[src/rtl/uart_pkg.sv]
// Register map, bit positions and CTRL layout shared by the UART RX controller.
package uart_pkg;

    localparam int unsigned BUS_W      = 32;
    localparam int unsigned BYTE_W     = 8;
    localparam int unsigned REG_ADDR_W = 2;

    localparam logic [REG_ADDR_W-1:0] REG_DATA   = 2'd0;
    localparam logic [REG_ADDR_W-1:0] REG_STATUS = 2'd1;
    localparam logic [REG_ADDR_W-1:0] REG_CTRL   = 2'd2;
    localparam logic [REG_ADDR_W-1:0] REG_CLEAR  = 2'd3;

    localparam int unsigned DATA_EMPTY_BIT = 31;

    localparam int unsigned STAT_EMPTY_BIT = 16;
    localparam int unsigned STAT_FULL_BIT  = 17;
    localparam int unsigned STAT_OVR_BIT   = 18;
    localparam int unsigned STAT_TMO_BIT   = 19;

    localparam int unsigned CTRL_RX_EN_BIT  = 0;
    localparam int unsigned CTRL_IE_LVL_BIT = 1;
    localparam int unsigned CTRL_IE_OVR_BIT = 2;
    localparam int unsigned CTRL_IE_TMO_BIT = 3;
    localparam int unsigned CTRL_THRESH_LSB = 8;

    localparam int unsigned CLR_FLUSH_BIT = 0;
    localparam int unsigned CLR_OVR_BIT   = 1;
    localparam int unsigned CLR_TMO_BIT   = 2;

    typedef struct packed {
        logic [BYTE_W-1:0] thresh;
        logic              ie_tmo;
        logic              ie_ovr;
        logic              ie_lvl;
        logic              rx_en;
    } ctrl_reg_t;

    // Expand the stored CTRL fields into their bus-visible positions.
    function automatic logic [BUS_W-1:0] ctrl_to_word(input ctrl_reg_t c);
        logic [BUS_W-1:0] w;
        w                                = '0;
        w[CTRL_RX_EN_BIT]                = c.rx_en;
        w[CTRL_IE_LVL_BIT]               = c.ie_lvl;
        w[CTRL_IE_OVR_BIT]               = c.ie_ovr;
        w[CTRL_IE_TMO_BIT]               = c.ie_tmo;
        w[CTRL_THRESH_LSB +: BYTE_W]     = c.thresh;
        return w;
    endfunction

endpackage

[src/rtl/uart_byte_fifo.sv]
// Synchronous byte FIFO: push/pop/flush, head on dout_c, registered level.
module uart_byte_fifo #(
    parameter int unsigned DEPTH = 16,
    parameter int unsigned WIDTH = 8,
    localparam int unsigned PTR_W = $clog2(DEPTH),
    localparam int unsigned LVL_W = $clog2(DEPTH) + 1
) (
    input  logic             clk,
    input  logic             rst,
    input  logic             push,
    input  logic [WIDTH-1:0] din,
    input  logic             pop,
    input  logic             flush,
    output logic [WIDTH-1:0] dout_c,
    output logic [LVL_W-1:0] level,
    output logic             full_c,
    output logic             empty_c
);

    logic [WIDTH-1:0] mem_q [DEPTH];
    logic [PTR_W-1:0] wr_ptr_q, wr_ptr_d;
    logic [PTR_W-1:0] rd_ptr_q, rd_ptr_d;
    logic [LVL_W-1:0] level_q, level_d;
    logic             do_push;
    logic             do_pop;

    assign empty_c = (level_q == '0);
    assign full_c  = (level_q == LVL_W'(DEPTH));
    assign level   = level_q;
    assign dout_c  = mem_q[rd_ptr_q];

    // A push into a full FIFO only lands when a pop frees the head slot this cycle.
    assign do_pop  = pop & ~empty_c;
    assign do_push = push & (~full_c | do_pop);

    always_comb begin
        wr_ptr_d = wr_ptr_q;
        rd_ptr_d = rd_ptr_q;
        level_d  = level_q;
        if (flush) begin
            wr_ptr_d = '0;
            rd_ptr_d = '0;
            level_d  = '0;
        end else begin
            if (do_push) wr_ptr_d = wr_ptr_q + PTR_W'(1);
            if (do_pop)  rd_ptr_d = rd_ptr_q + PTR_W'(1);
            case ({do_push, do_pop})
                2'b10:   level_d = level_q + LVL_W'(1);
                2'b01:   level_d = level_q - LVL_W'(1);
                default: level_d = level_q;
            endcase
        end
    end

    always_ff @(posedge clk) begin
        if (rst) begin
            wr_ptr_q <= '0;
            rd_ptr_q <= '0;
            level_q  <= '0;
        end else begin
            wr_ptr_q <= wr_ptr_d;
            rd_ptr_q <= rd_ptr_d;
            level_q  <= level_d;
        end
    end

    // Storage carries no reset; contents are only observable through level.
    always_ff @(posedge clk) begin
        if (do_push && !flush) mem_q[wr_ptr_q] <= din;
    end

endmodule

[src/rtl/uart_rx_ctrl.sv]
// UART RX controller: byte stream into a FIFO, 4-register CPU window, overrun and irq.
// Optional receive timeout enabled by defining UART_RX_TIMEOUT_EN.
module uart_rx_ctrl #(
    parameter int unsigned DEPTH          = 16,
    parameter int unsigned TIMEOUT_CYCLES = 4340
) (
    input  logic        clk,
    input  logic        rst,
    input  logic [7:0]  rx_data,
    input  logic        rx_data_valid,
    output logic        rx_data_ready,
    input  logic        req,
    input  logic        we,
    input  logic [1:0]  addr,
    input  logic [31:0] wdata,
    output logic [31:0] rdata,
    output logic        rvalid,
    output logic        irq
);

    import uart_pkg::*;

    localparam int unsigned LVL_W = $clog2(DEPTH) + 1;

    ctrl_reg_t         ctrl_q, ctrl_d;
    logic              ready_q, ready_d;
    logic              ovr_q, ovr_d;
    logic              tmo_q, tmo_d;
    logic [BUS_W-1:0]  rdata_q, rdata_d;
    logic              rvalid_q, rvalid_d;
    logic              irq_q, irq_d;

    logic              rd_c;
    logic              wr_c;
    logic              clr_wr_c;
    logic              push_c;
    logic              pop_c;
    logic              flush_c;
    logic              ovr_set_c;
    logic [BYTE_W-1:0] fifo_dout;
    logic [LVL_W-1:0]  fifo_level;
    logic              fifo_full;
    logic              fifo_empty;
    logic              unused_wdata;

    assign rd_c      = req & ~we;
    assign wr_c      = req & we;
    assign clr_wr_c  = wr_c & (addr == REG_CLEAR);
    assign push_c    = rx_data_valid & ready_q & ctrl_q.rx_en;
    assign pop_c     = rd_c & (addr == REG_DATA);
    assign flush_c   = clr_wr_c & wdata[CLR_FLUSH_BIT];
    // Overrun only when the byte is truly lost: no room, no pop, not swallowed by a flush.
    assign ovr_set_c = push_c & fifo_full & ~(pop_c & ~fifo_empty) & ~flush_c;

    assign unused_wdata = ^{wdata[31:16], wdata[7:4]};

    uart_byte_fifo #(
        .DEPTH (DEPTH),
        .WIDTH (BYTE_W)
    ) u_fifo (
        .clk     (clk),
        .rst     (rst),
        .push    (push_c),
        .din     (rx_data),
        .pop     (pop_c),
        .flush   (flush_c),
        .dout_c  (fifo_dout),
        .level   (fifo_level),
        .full_c  (fifo_full),
        .empty_c (fifo_empty)
    );

`ifdef UART_RX_TIMEOUT_EN
    localparam int unsigned TMO_CNT_W = $clog2(TIMEOUT_CYCLES) + 1;
    localparam logic [TMO_CNT_W-1:0] TMO_LAST = TMO_CNT_W'(TIMEOUT_CYCLES - 1);

    logic [TMO_CNT_W-1:0] tmo_cnt_q, tmo_cnt_d;
    logic                 tmo_set_c;

    // Count idle cycles while data waits; flag once on reaching the limit, then hold.
    always_comb begin
        tmo_cnt_d = tmo_cnt_q;
        tmo_set_c = 1'b0;
        if (push_c || pop_c || flush_c || fifo_empty) begin
            tmo_cnt_d = '0;
        end else if (tmo_cnt_q != TMO_LAST) begin
            tmo_cnt_d = tmo_cnt_q + TMO_CNT_W'(1);
            tmo_set_c = (tmo_cnt_d == TMO_LAST);
        end
    end

    always_ff @(posedge clk) begin
        if (rst) tmo_cnt_q <= '0;
        else     tmo_cnt_q <= tmo_cnt_d;
    end

    assign tmo_d = tmo_set_c | (tmo_q & ~(clr_wr_c & wdata[CLR_TMO_BIT]));
`else
    logic unused_tmo;

    assign tmo_d      = 1'b0;
    assign unused_tmo = wdata[CLR_TMO_BIT] ^ (TIMEOUT_CYCLES == 0);
`endif

    // Register file, sticky overrun, read mux and interrupt.
    always_comb begin
        ready_d  = 1'b1;
        ctrl_d   = ctrl_q;
        ovr_d    = ovr_set_c | (ovr_q & ~(clr_wr_c & wdata[CLR_OVR_BIT]));
        rdata_d  = rdata_q;
        rvalid_d = rd_c;
        irq_d    = 1'b0;

        if (wr_c && (addr == REG_CTRL)) begin
            ctrl_d.rx_en  = wdata[CTRL_RX_EN_BIT];
            ctrl_d.ie_lvl = wdata[CTRL_IE_LVL_BIT];
            ctrl_d.ie_ovr = wdata[CTRL_IE_OVR_BIT];
            ctrl_d.ie_tmo = wdata[CTRL_IE_TMO_BIT];
            ctrl_d.thresh = wdata[CTRL_THRESH_LSB +: BYTE_W];
        end

        if (rd_c) begin
            rdata_d = '0;
            case (addr)
                REG_DATA: begin
                    rdata_d[DATA_EMPTY_BIT] = fifo_empty;
                    if (!fifo_empty) rdata_d[BYTE_W-1:0] = fifo_dout;
                end
                REG_STATUS: begin
                    rdata_d[LVL_W-1:0]     = fifo_level;
                    rdata_d[STAT_EMPTY_BIT] = fifo_empty;
                    rdata_d[STAT_FULL_BIT]  = fifo_full;
                    rdata_d[STAT_OVR_BIT]   = ovr_q;
                    rdata_d[STAT_TMO_BIT]   = tmo_q;
                end
                REG_CTRL: rdata_d = ctrl_to_word(ctrl_q);
                default:  rdata_d = '0;
            endcase
        end

        irq_d = (ctrl_q.ie_lvl && (ctrl_q.thresh != '0)
                 && (BUS_W'(fifo_level) >= BUS_W'(ctrl_q.thresh)))
              | (ctrl_q.ie_ovr & ovr_q)
              | (ctrl_q.ie_tmo & tmo_q);
    end

    always_ff @(posedge clk) begin
        if (rst) begin
            ctrl_q   <= '0;
            ready_q  <= 1'b0;
            ovr_q    <= 1'b0;
            tmo_q    <= 1'b0;
            rdata_q  <= '0;
            rvalid_q <= 1'b0;
            irq_q    <= 1'b0;
        end else begin
            ctrl_q   <= ctrl_d;
            ready_q  <= ready_d;
            ovr_q    <= ovr_d;
            tmo_q    <= tmo_d;
            rdata_q  <= rdata_d;
            rvalid_q <= rvalid_d;
            irq_q    <= irq_d;
        end
    end

    assign rx_data_ready = ready_q;
    assign rdata         = rdata_q;
    assign rvalid        = rvalid_q;
    assign irq           = irq_q;

endmodule

[config.mk]
export PLATFORM = sky130hd
export DESIGN_NAME = uart_rx_ctrl
export DESIGN_NICKNAME = d
export VERILOG_FILES = /design/src/rtl/uart_pkg.sv /design/src/rtl/uart_byte_fifo.sv /design/src/rtl/uart_rx_ctrl.sv
export SDC_FILE = /design/constraint.sdc
export NUM_CORES = 1
export LEC_CHECK = 0
export BUFFER_PORTS_ARGS = -buffer_cell sky130_fd_sc_hd__clkbuf_2
export CAP_MARGIN = 20
export CORE_UTILIZATION = 35
export DETAILED_ROUTE_END_ITERATION = 12
export HOLD_SLACK_MARGIN = 0.15
export PLACE_DENSITY = 0.64
export SLEW_MARGIN = 20
export SYNTH_ARGS = -nofsm -noshare
export SYNTH_HDL_FRONTEND = slang
export SYNTH_HIERARCHICAL = 1
export SYNTH_SLANG_ARGS = --single-unit
[constraint.sdc]
create_clock -name clk -period 2.76 [get_ports clk]
set_input_delay 0.552 -clock clk [delete_from_list [all_inputs] [get_ports clk]]
set_output_delay 0.552 -clock clk [all_outputs]
set_load 0.005 [all_outputs]
==> results of run 1 <==
==> worst max path at each step <==
stage	from	slack, ns	cells after the start	endpoint
floorplan	addr[1]	0.13	8	u_fifo/level[4]
global placement	addr[1]	0.07	9	u_fifo/level[4]
detailed placement	addr[1]	0.13	9	u_fifo/level[4]
CTS	u_fifo/level[2]	0.27	8	u_fifo/level[4]
global route	u_fifo/level[2]	0.05	8	u_fifo/level[4]
finish	u_fifo/level[2]	0.25	8	u_fifo/level[4]
==> logic make-up after synthesis <==
| group | after synthesis | synth area share |
|---|---|---|
| compound gates | 87 | 0.0801 |
| xor+xnor | 6 | 0.00698 |
| fa+ha+maj | 14 | 0.0243 |
| buf+inv | 54 | 0.0352 |
| flops | 181 | 0.652 |
| mux | 36 | 0.101 |
| other cells | 1 | 0.000498 |
| simple gates | 149 | 0.0999 |
==> power by group through the flow <==
stage | sequential (W) | clock [W] | combinational (W)
3_3_place_gp | 0.00297 | 0 | 0.000128
6_report | 0.00291 | 0.00232 | 0.000134
2_1_floorplan | 0.00297 | 0 | 0.0000700
5_1_grt | 0.00291 | 0.00249 | 0.000150
3_5_place_dp | 0.00297 | 0 | 0.000134
4_1_cts | 0.00291 | 0.00237 | 0.000136
==> layout make-up <==
| type | count | area, µm² | area share |
|---|---|---|---|
| Clock inverter | 14 | 138 | 0.0157 |
| Sequential cell | 181 | 4910 | 0.559 |
| Clock buffer | 18 | 429 | 0.0489 |
| Inverter | 17 | 63.8 | 0.00727 |
| Timing Repair Buffer | 81 | 498 | 0.0567 |
| Tap cell | 275 | 344 | 0.0392 |
| Multi-Input combinational cell | 304 | 2400 | 0.273 |
==> registers in the layout (all words and copies together) (netlist names), named ones only <==
| signal | count |
|---|---|
| u_fifo/rd_ptr_q | 4 |
| ctrl_q | 12 |
| u_fifo/wr_ptr_q | 4 |
| rx_data_ready | 1 |
| irq | 1 |
| ovr_q | 1 |
| u_fifo/mem_q | 128 |
| u_fifo/level | 5 |
| rdata | 20 |
| rvalid | 1 |
==> through the flow <==
step / utilization / cell area (µm²)
finish: 0.417 / 8780
global route: 0.417 / 8780
CTS: 0.417 / 8780
detailed placement: 0.391 / 8210
global placement: 0.391 / 8210
floorplan: - / 7570
==> critical path, stage by stage (launching register included) <==
cell	delay, ns
dfxtp_1	0.38
or4_4	0.61
o21ai_4	0.25
inv_2	0.11
ha_1	0.35
nand2b_1	0.10
a2111oi_0	0.46
a311oi_1	0.10
nand3_1	0.08
==> placed cells by master (no fill, tap or decap), types with 3 or more instances in the layout <==
| master | n |
|---|---|
| clkbuf_16 | 17 |
| inv_8 | 4 |
| a22oi_1 | 29 |
| nor2b_1 | 7 |
| o211ai_1 | 5 |
| ha_1 | 13 |
| nand2b_1 | 5 |
| buf_4 | 31 |
| mux4_2 | 32 |
| o21ai_0 | 6 |
| edfxtp_1 | 128 |
| nand3_1 | 8 |
| or4_1 | 3 |
| nor3b_1 | 7 |
| nand2_1 | 43 |
| nor3_1 | 3 |
| mux2i_1 | 3 |
| conb_1 | 12 |
| clkbuf_2 | 49 |
| nor2_1 | 49 |
| a211oi_1 | 4 |
| dfxtp_1 | 52 |
| xor2_1 | 4 |
| a21oi_1 | 23 |
| inv_1 | 16 |
| a32oi_1 | 3 |
| and2_1 | 7 |
| inv_6 | 4 |
==> routing by layer <==
layer,GRT usage,part of all wire,vias to the layer above,wire (µm)
met5,0,0,-,0
li1,-,-,2131,-
met3,0.0420,0.055,15,887
met4,0.0361,0.0075,0,120
met1,0.201,0.44,2271,7090
met2,0.251,0.50,144,7960
==> impl_metrics.yaml, run 1 <==
clock_tree:
  cts.root.buffer_cell: "clkbuf_16"
  post-cts-setup-buffer-count: 0
  hold_buffers: 0
  cts_buffers: 17
  clkTransAtPathRegs_ns: 0.07
  cts_max_level: 4
  max-clock-path-buffers: 2
  cts_resized: 0
  clkLatencyLatePin_ns: 0.43
  tritoncts: "yes"
  cts_sinks: 181
timing:
  finalMaxSlewViolations: 0
  hold-worst-slack_ns: 0.356
  worstMarginPinSlew_ns: 0.829
  fin_crit_ns: 2.51
  finalSetupViolations: 0
  finalHoldViolCount: 0
  rsz0062_at_grt: "false"
  timing.final.crit_share: 0.910
  clock.fmax_mhz: 398
  fin_tns_setup_ns: 0
  skew_ns: 0.0121
  slew_headroom: 0.447
  setup_slack_ns: 0.249
detailed_routing:
  vias: 4561
  antenna_left: 0
  viasPerCell: 5.12
  drtPass1Iterations: 5
  routed_wl_um: 16100
  drt_iter0_drc: 396
  wl_per_cell_um: 18.0
  drc: 0
global_routing:
  grt_max_degree: 37
  overflow: 0
  grt_first_pass_wirelength_um: 25200
  antenna_found_initial: 0
  first_global_vias: 4607
  grt_usage: 0.153
synth:
  ys_types: 60
  synth_warnings: 6
  synth_edf_count: 128
  yosysSeqAreaShare: 0.652
  syn_area_mm2: 0.00753
  synth.top_cells.by_count: "128 x edfxtp_1, 53 x dfxtp_1, 49 x nor2_1"
  ys_ff_latch: 181
  synthCells: 528
  post-synth-top-count-cell: "edfxtp_1"
  async_flop_share: 0
  yosys.area.top_type: "edfxtp_1"
  synth_ff_type: "edfxtp_1"
  syn_area_per_cell_um2: 14.3
  ys_top_cells_by_area: "edfxtp_1 51%, dfxtp_1 14%, mux4_2 9.6%, a22oi_1 2.9%, nor2_1 2.4%"
  synth_top_area_share: 0.511
hold_path:
  holdPathStages: 3
  min-delay-start: "wdata[12]"
  min_to: "ctrl_q[8]"
  hold_path.class: "in2reg"
pwr:
  peakVddDrop_uv: 407
  clkPwrFrac: 0.433
  power.switching_w: 0.00115
  p_leak_nw: 3.03
  pwr-share-seq: 0.543
  power_w: 0.00537
  power_density_mw_per_mm2: 612
  intPower_w: 0.00422
  power_frac_comb: 0.025
  swShare: 0.215
finish:
  layout.nets: 663
  stdcell_count: 890
  antenna_cells: 0
  fill_cells: 1919
  drive_gt1_frac: 0.252
  synthToLayoutAreaGrowth_pct: 16.6
floorplanning:
  dieArea_mm2: 0.0221
  initial_utilization: 0.358
  die_w_um: 149
  die_y_um: 149
  pin_count: 82
  coreArea_mm2: 0.0210
  fp-row-count: 53
setup_path:
  rr_startpoint: "u_fifo/level[2]"
  required_ns: 3.12
  r2r_end: "u_fifo/level[4]"
  crit_path_end_kind: "flip-flop"
  rrSetupSlack_ns: 0.25
  cp_max_fo: 10
  start_kind: "flip-flop"
  crit_type: "reg2reg"
  r2r_cells: 8
  cp.arrival_ns: 2.88
placement:
  io_buffers: 49
  post-place-cells: 858
  dp_slack_ns: 0.132
  detailed_place_hpwl_um: 10800
  place_congestion: 0.851
run_status:
  status: "completed"
flow_run:
  cap_violations: 0
(Power assumes the default switching activity.)
==> inputs of run 2 (changes only) <==
--- a/config.mk
+++ b/config.mk
@@ -10,7 +10,8 @@
 export CORE_UTILIZATION = 35
 export DETAILED_ROUTE_END_ITERATION = 12
 export HOLD_SLACK_MARGIN = 0.15
-export PLACE_DENSITY = 0.64
+export PLACE_DENSITY = 0.62
+export SETUP_SLACK_MARGIN = 0.2
 export SLEW_MARGIN = 20
 export SYNTH_ARGS = -nofsm -noshare
 export SYNTH_HDL_FRONTEND = slang
==> constraint.sdc (replaced) <==
create_clock -name clk -period 2.4 [get_ports clk]
set_input_delay 0.48 -clock clk [delete_from_list [all_inputs] [get_ports clk]]
set_output_delay 0.48 -clock clk [all_outputs]
set_load 0.01 [all_outputs]
==> impl_metrics.yaml, run 2 (same netlist as run 1, synthesis figures left out) <==
run_status:
  status: "completed"
hold_path:
  min-delay-start: "wdata[10]"
  hold_path.class: "in2reg"
global_routing:
  first_global_vias: 4642
  grt_usage: 0.151
  grt_first_pass_wirelength_um: 24800
  grt_max_degree: 37
  overflow: 0
  antenna_found_initial: 0
timing:
  slew_headroom: 0.413
  setup_slack_ns: 0.226
  rsz0062_at_grt: "true"
  timing.final.crit_share: 0.906
  fin_crit_ns: 2.17
  finalSetupViolations: 0
  clock.fmax_mhz: 460
  finalHoldViolCount: 0
  finalMaxSlewViolations: 0
  skew_ns: 0.00786
  worstMarginPinSlew_ns: 0.881
detailed_routing:
  routed_wl_um: 16400
  drc: 0
  drt_iter0_drc: 419
  viasPerCell: 5.11
  vias: 4624
  drtPass1Iterations: 4
  antenna_left: 0
  wl_per_cell_um: 18.1
placement:
  io_buffers: 49
  detailed_place_hpwl_um: 11000
  dp_slack_ns: 0.0401
  place_congestion: 0.864
finish:
  final_common_cell: "edfxtp_1"
  antenna_cells: 0
  regMostFlops: "u_fifo/mem_q"
  largest_reg_flops: 128
  synthToLayoutAreaGrowth_pct: 20.9
  fill_cells: 1890
  drive_gt1_frac: 0.308
  final_cell_mix: "128 x edfxtp_1, 49 x dfxtp_1, 49 x clkbuf_2, 44 x buf_4, 43 x nand2_1"
  layout.nets: 678
floorplanning:
  initial_utilization: 0.358
  die_y_um: 149
  fp-row-count: 53
  die_w_um: 149
  pin_count: 82
  coreArea_mm2: 0.0210
  dieArea_mm2: 0.0221
setup_path:
  rr_startpoint: "u_fifo/level[0]"
  cp-startpoint: "u_fifo/level[0]"
  cp_max_fo: 4
  crit_path_end_kind: "flip-flop"
  crit_type: "reg2reg"
  start_kind: "flip-flop"
  cp.arrival_ns: 2.51
  required_ns: 2.74
clock_tree:
  cts_max_level: 4
  tritoncts: "yes"
  clkTransAtPathRegs_ns: 0.07
  cts_sinks: 181
  cts_buffers: 17
  cts.root.buffer_cell: "clkbuf_16"
  max-clock-path-buffers: 2
  clkLatencyLatePin_ns: 0.43
pwr:
  power_density_mw_per_mm2: 712
  peakVddDrop_uv: 547
  p_leak_nw: 3.15
  power_w: 0.00647
flow_run:
  cap_violations: 0
[run 2: cell type report]
cell class / instances / area, µm² / area share
Sequential cell: 181 / 4910 / 0.540
Multi-Input combinational cell: 304 / 2510 / 0.275
Timing Repair Buffer: 96 / 641 / 0.0704
Clock buffer: 17 / 425 / 0.0468
Tap cell: 275 / 344 / 0.0378
Clock inverter: 15 / 205 / 0.0226
Inverter: 17 / 63.8 / 0.00701
[run 2: stage by stage]
stage / area, µm² / cells / hold WS [ns] / TNS (ns) / util
2_1_floorplan: 7630 / 539 / 0.436 / -0.459 / -
3_3_place_gp: 8380 / 871 / 0.449 / 0 / 0.399
3_5_place_dp: 8380 / 871 / 0.454 / 0 / 0.399
4_1_cts: 9020 / 904 / 0.257 / 0 / 0.429
5_1_grt: 9100 / 905 / 0.272 / 0 / 0.433
6_report: 9100 / 905 / 0.273 / 0 / 0.433
[run 2: critical path: stages, from the launching register on]
cell      delay, ns
dfxtp_2        0.32
or4_4          0.56
o21ai_4        0.16
inv_2          0.08
buf_4          0.15
ha_4           0.20
a211oi_2       0.23
nor2_2         0.06
a21o_1         0.16
o31ai_2        0.16
[run 2: power breakdown]
group / switching, W / internal [W]
Combinational: 0.000118 / 0.0000534
Sequential: 0.00000656 / 0.00334
Clock: 0.00127 / 0.00169
Total: 0.00139 / 0.00508
[run 2: final timing paths]
path	to	slack, ns	cells after the start
max reg2reg	u_fifo/level[3]	0.23	9
max	u_fifo/level[3]	0.23	9
min reg2reg	rdata[18]	0.46	2
min	ctrl_q[6]	0.27	3
[run 2: layer usage]
| metal | vias to the layer above | part of all wire | global-route usage |
|---|---|---|---|
| met5 | - | 0 | 0 |
| met4 | 0 | 0.0097 | 0.0490 |
| met3 | 14 | 0.058 | 0.0368 |
| met2 | 147 | 0.49 | 0.247 |
| met1 | 2313 | 0.44 | 0.195 |
| li1 | 2150 | - | - |
[run 2: timing repair]
item,in CTS,in global routing
resized for setup,1,14
cloned,0,1
hold buffers,0,0
endpoints found under the hold margin,0,0
endpoints found under the setup margin,2,4
pin swaps,6,5
setup buffers,1,0
==> inputs of run 3 (changes only) <==
--- a/config.mk
+++ b/config.mk
@@ -11,6 +11,7 @@
 export DETAILED_ROUTE_END_ITERATION = 12
 export HOLD_SLACK_MARGIN = 0.15
 export PLACE_DENSITY = 0.62
+export RECOVER_POWER = 50
 export SETUP_SLACK_MARGIN = 0.2
 export SLEW_MARGIN = 20
 export SYNTH_ARGS = -nofsm -noshare
==> impl_metrics.yaml, run 3 (same netlist as run 1, synthesis figures left out) <==
run_status:
  status: "completed"
floorplanning:
  die_w_um: 149
  dieArea_mm2: 0.0221
  coreArea_mm2: 0.0210
  die_y_um: 149
  fp-row-count: 53
  initial_utilization: 0.358
  pin_count: 82
pwr:
  intPower_w: 0.00508
  power_frac_comb: 0.026
  power.switching_w: 0.00139
  clkPwrFrac: 0.456
  power_w: 0.00647
  p_leak_nw: 3.04
  swShare: 0.215
  peakVddDrop_uv: 547
  pwr-share-seq: 0.518
  power_density_mw_per_mm2: 715
flow_run:
  cap_violations: 0
hold_path:
  hold_path.class: "in2reg"
placement:
  placed_cell_area_mm2: 0.00838
  place_congestion: 0.864
  dp_slack_ns: 0.0401
  detailed_place_hpwl_um: 11000
  io_buffers: 49
clock_tree:
  cts.root.buffer_cell: "clkbuf_16"
  hold_buffers: 0
  clkLatencyLatePin_ns: 0.43
  cts_sinks: 181
  tritoncts: "yes"
  cts_max_level: 4
  clkTransAtPathRegs_ns: 0.07
  max-clock-path-buffers: 2
  cts_buffers: 17
timing:
  fin_crit_ns: 2.19
  slew_headroom: 0.0179
  finalMaxSlewViolations: 0
  timing.final.crit_share: 0.911
  finalSetupViolations: 0
  skew_ns: 0.0105
  finalHoldViolCount: 0
  worstMarginPinSlew_ns: 1.47
  clock.fmax_mhz: 457
  setup_slack_ns: 0.213
  rsz0062_at_grt: "true"
finish:
  fin_util: 0.431
  regMostFlops: "u_fifo/mem_q"
  final_common_cell: "edfxtp_1"
  synthToLayoutAreaGrowth_pct: 20.3
  layout.nets: 678
  fill_cells: 1905
  drive_gt1_frac: 0.256
  stdcell_area_mm2: 0.00905
  final_cell_mix: "128 x edfxtp_1, 49 x dfxtp_1, 43 x nand2_1, 43 x buf_4, 42 x nor2_1"
  largest_reg_flops: 128
  antenna_cells: 0
setup_path:
  required_ns: 2.64
  crit_path_end_kind: "flip-flop"
  crit_family: "compound AO/OA/AOI/OAI gates"
  cp.arrival_ns: 2.43
  crit_type: "reg2reg"
  cp_cell_sequence: "buf_4 > mux4_2 > a22oi_1 > nand2_1 > nor3b_1 > o21ai_0 > a21oi_1"
  start_kind: "flip-flop"
  crit_path_max_incr_delay_ns: 0.54
  cp_slowest_cell: "mux4_2"
  cp_max_fo: 6
  worst-path-buf-inv: 1
detailed_routing:
  drc: 0
  wl_per_cell_um: 18.1
  viasPerCell: 5.11
  routed_wl_um: 16400
  drtPass1Iterations: 5
  drt_iter0_drc: 408
  vias: 4627
  antenna_left: 0
global_routing:
  grt_use_met2: 0.247
  met3_usage: 0.0368
  grt_first_pass_wirelength_um: 24800
  antenna_found_initial: 0
  overflow: 0
  groute.layer.met1.usage: 0.195
  busiest_layer: "met2"
  first_global_vias: 4642
  grt_max_degree: 37
  grt_usage: 0.151
-- run 3: cell types whose count changed in the layout (fill, tap and decap cells not counted), sizes merged --
| cell | before | now |
|---|---|---|
| buf | 46 | 45 |
| clkbuf | 67 | 68 |
-- run 3: stage by stage --
stage	TNS, ns	hold slack [ns]	cells
3_3_place_gp	0	0.449	871
6_report	0	0.277	905
5_1_grt	0	0.272	905
3_5_place_dp	0	0.454	871
2_1_floorplan	-0.459	0.436	539
4_1_cts	0	0.257	904
-- run 3: worst register-to-register path: cells and delay by family (launching register included) --
kind            cells  cell delay, ns
compound gates      3            0.59
buf+inv             1            0.19
flops               1            0.43
mux                 1            0.54
simple gates        2            0.26
-- run 3: power groups by stage --
stage	registers (W)	logic, W	clock network [W]
2_1_floorplan	0.00342	0.0000862	0
3_3_place_gp	0.00342	0.000162	0
3_5_place_dp	0.00342	0.000169	0
4_1_cts	0.00335	0.000170	0.00300
5_1_grt	0.00335	0.000185	0.00313
6_report	0.00335	0.000168	0.00295
-- run 3: final cells by class --
class                      instances  area, µm²  area share
tap                              275        344      0.0380
sequential                       181       4910       0.543
timing repair buffer              96        597      0.0659
inverter                          17       63.8     0.00705
clock inverter                    15        205      0.0227
multi-input combinational        304       2510       0.277
clock buffer                      17        425      0.0470
-- run 3: final timing paths --
kind | start | end | slack (ns) | cells past startpoint
setup / recovery | flip-flop | rdata[0] | 0.21 | 7
hold / removal | wdata[10] | ctrl_q[6] | 0.28 | 3
setup reg to reg | flip-flop | rdata[0] | 0.21 | 7
hold reg to reg | rdata[18] | rdata[18] | 0.46 | 2
-- run 3: timing repair --
action | in CTS | in global routing
gates resized for setup | 1 | 14
setup endpoints to repair | 2 | 4
pin swaps | 6 | 5
cloned | 0 | 1
buffers inserted | 1 | 0
-- run 3: per-layer routing --
layer	vias to the layer above	routed length (µm)
li1	2150	-
met1	2317	7250
met2	145	8140
met3	15	883
met4	0	150
met5	-	0
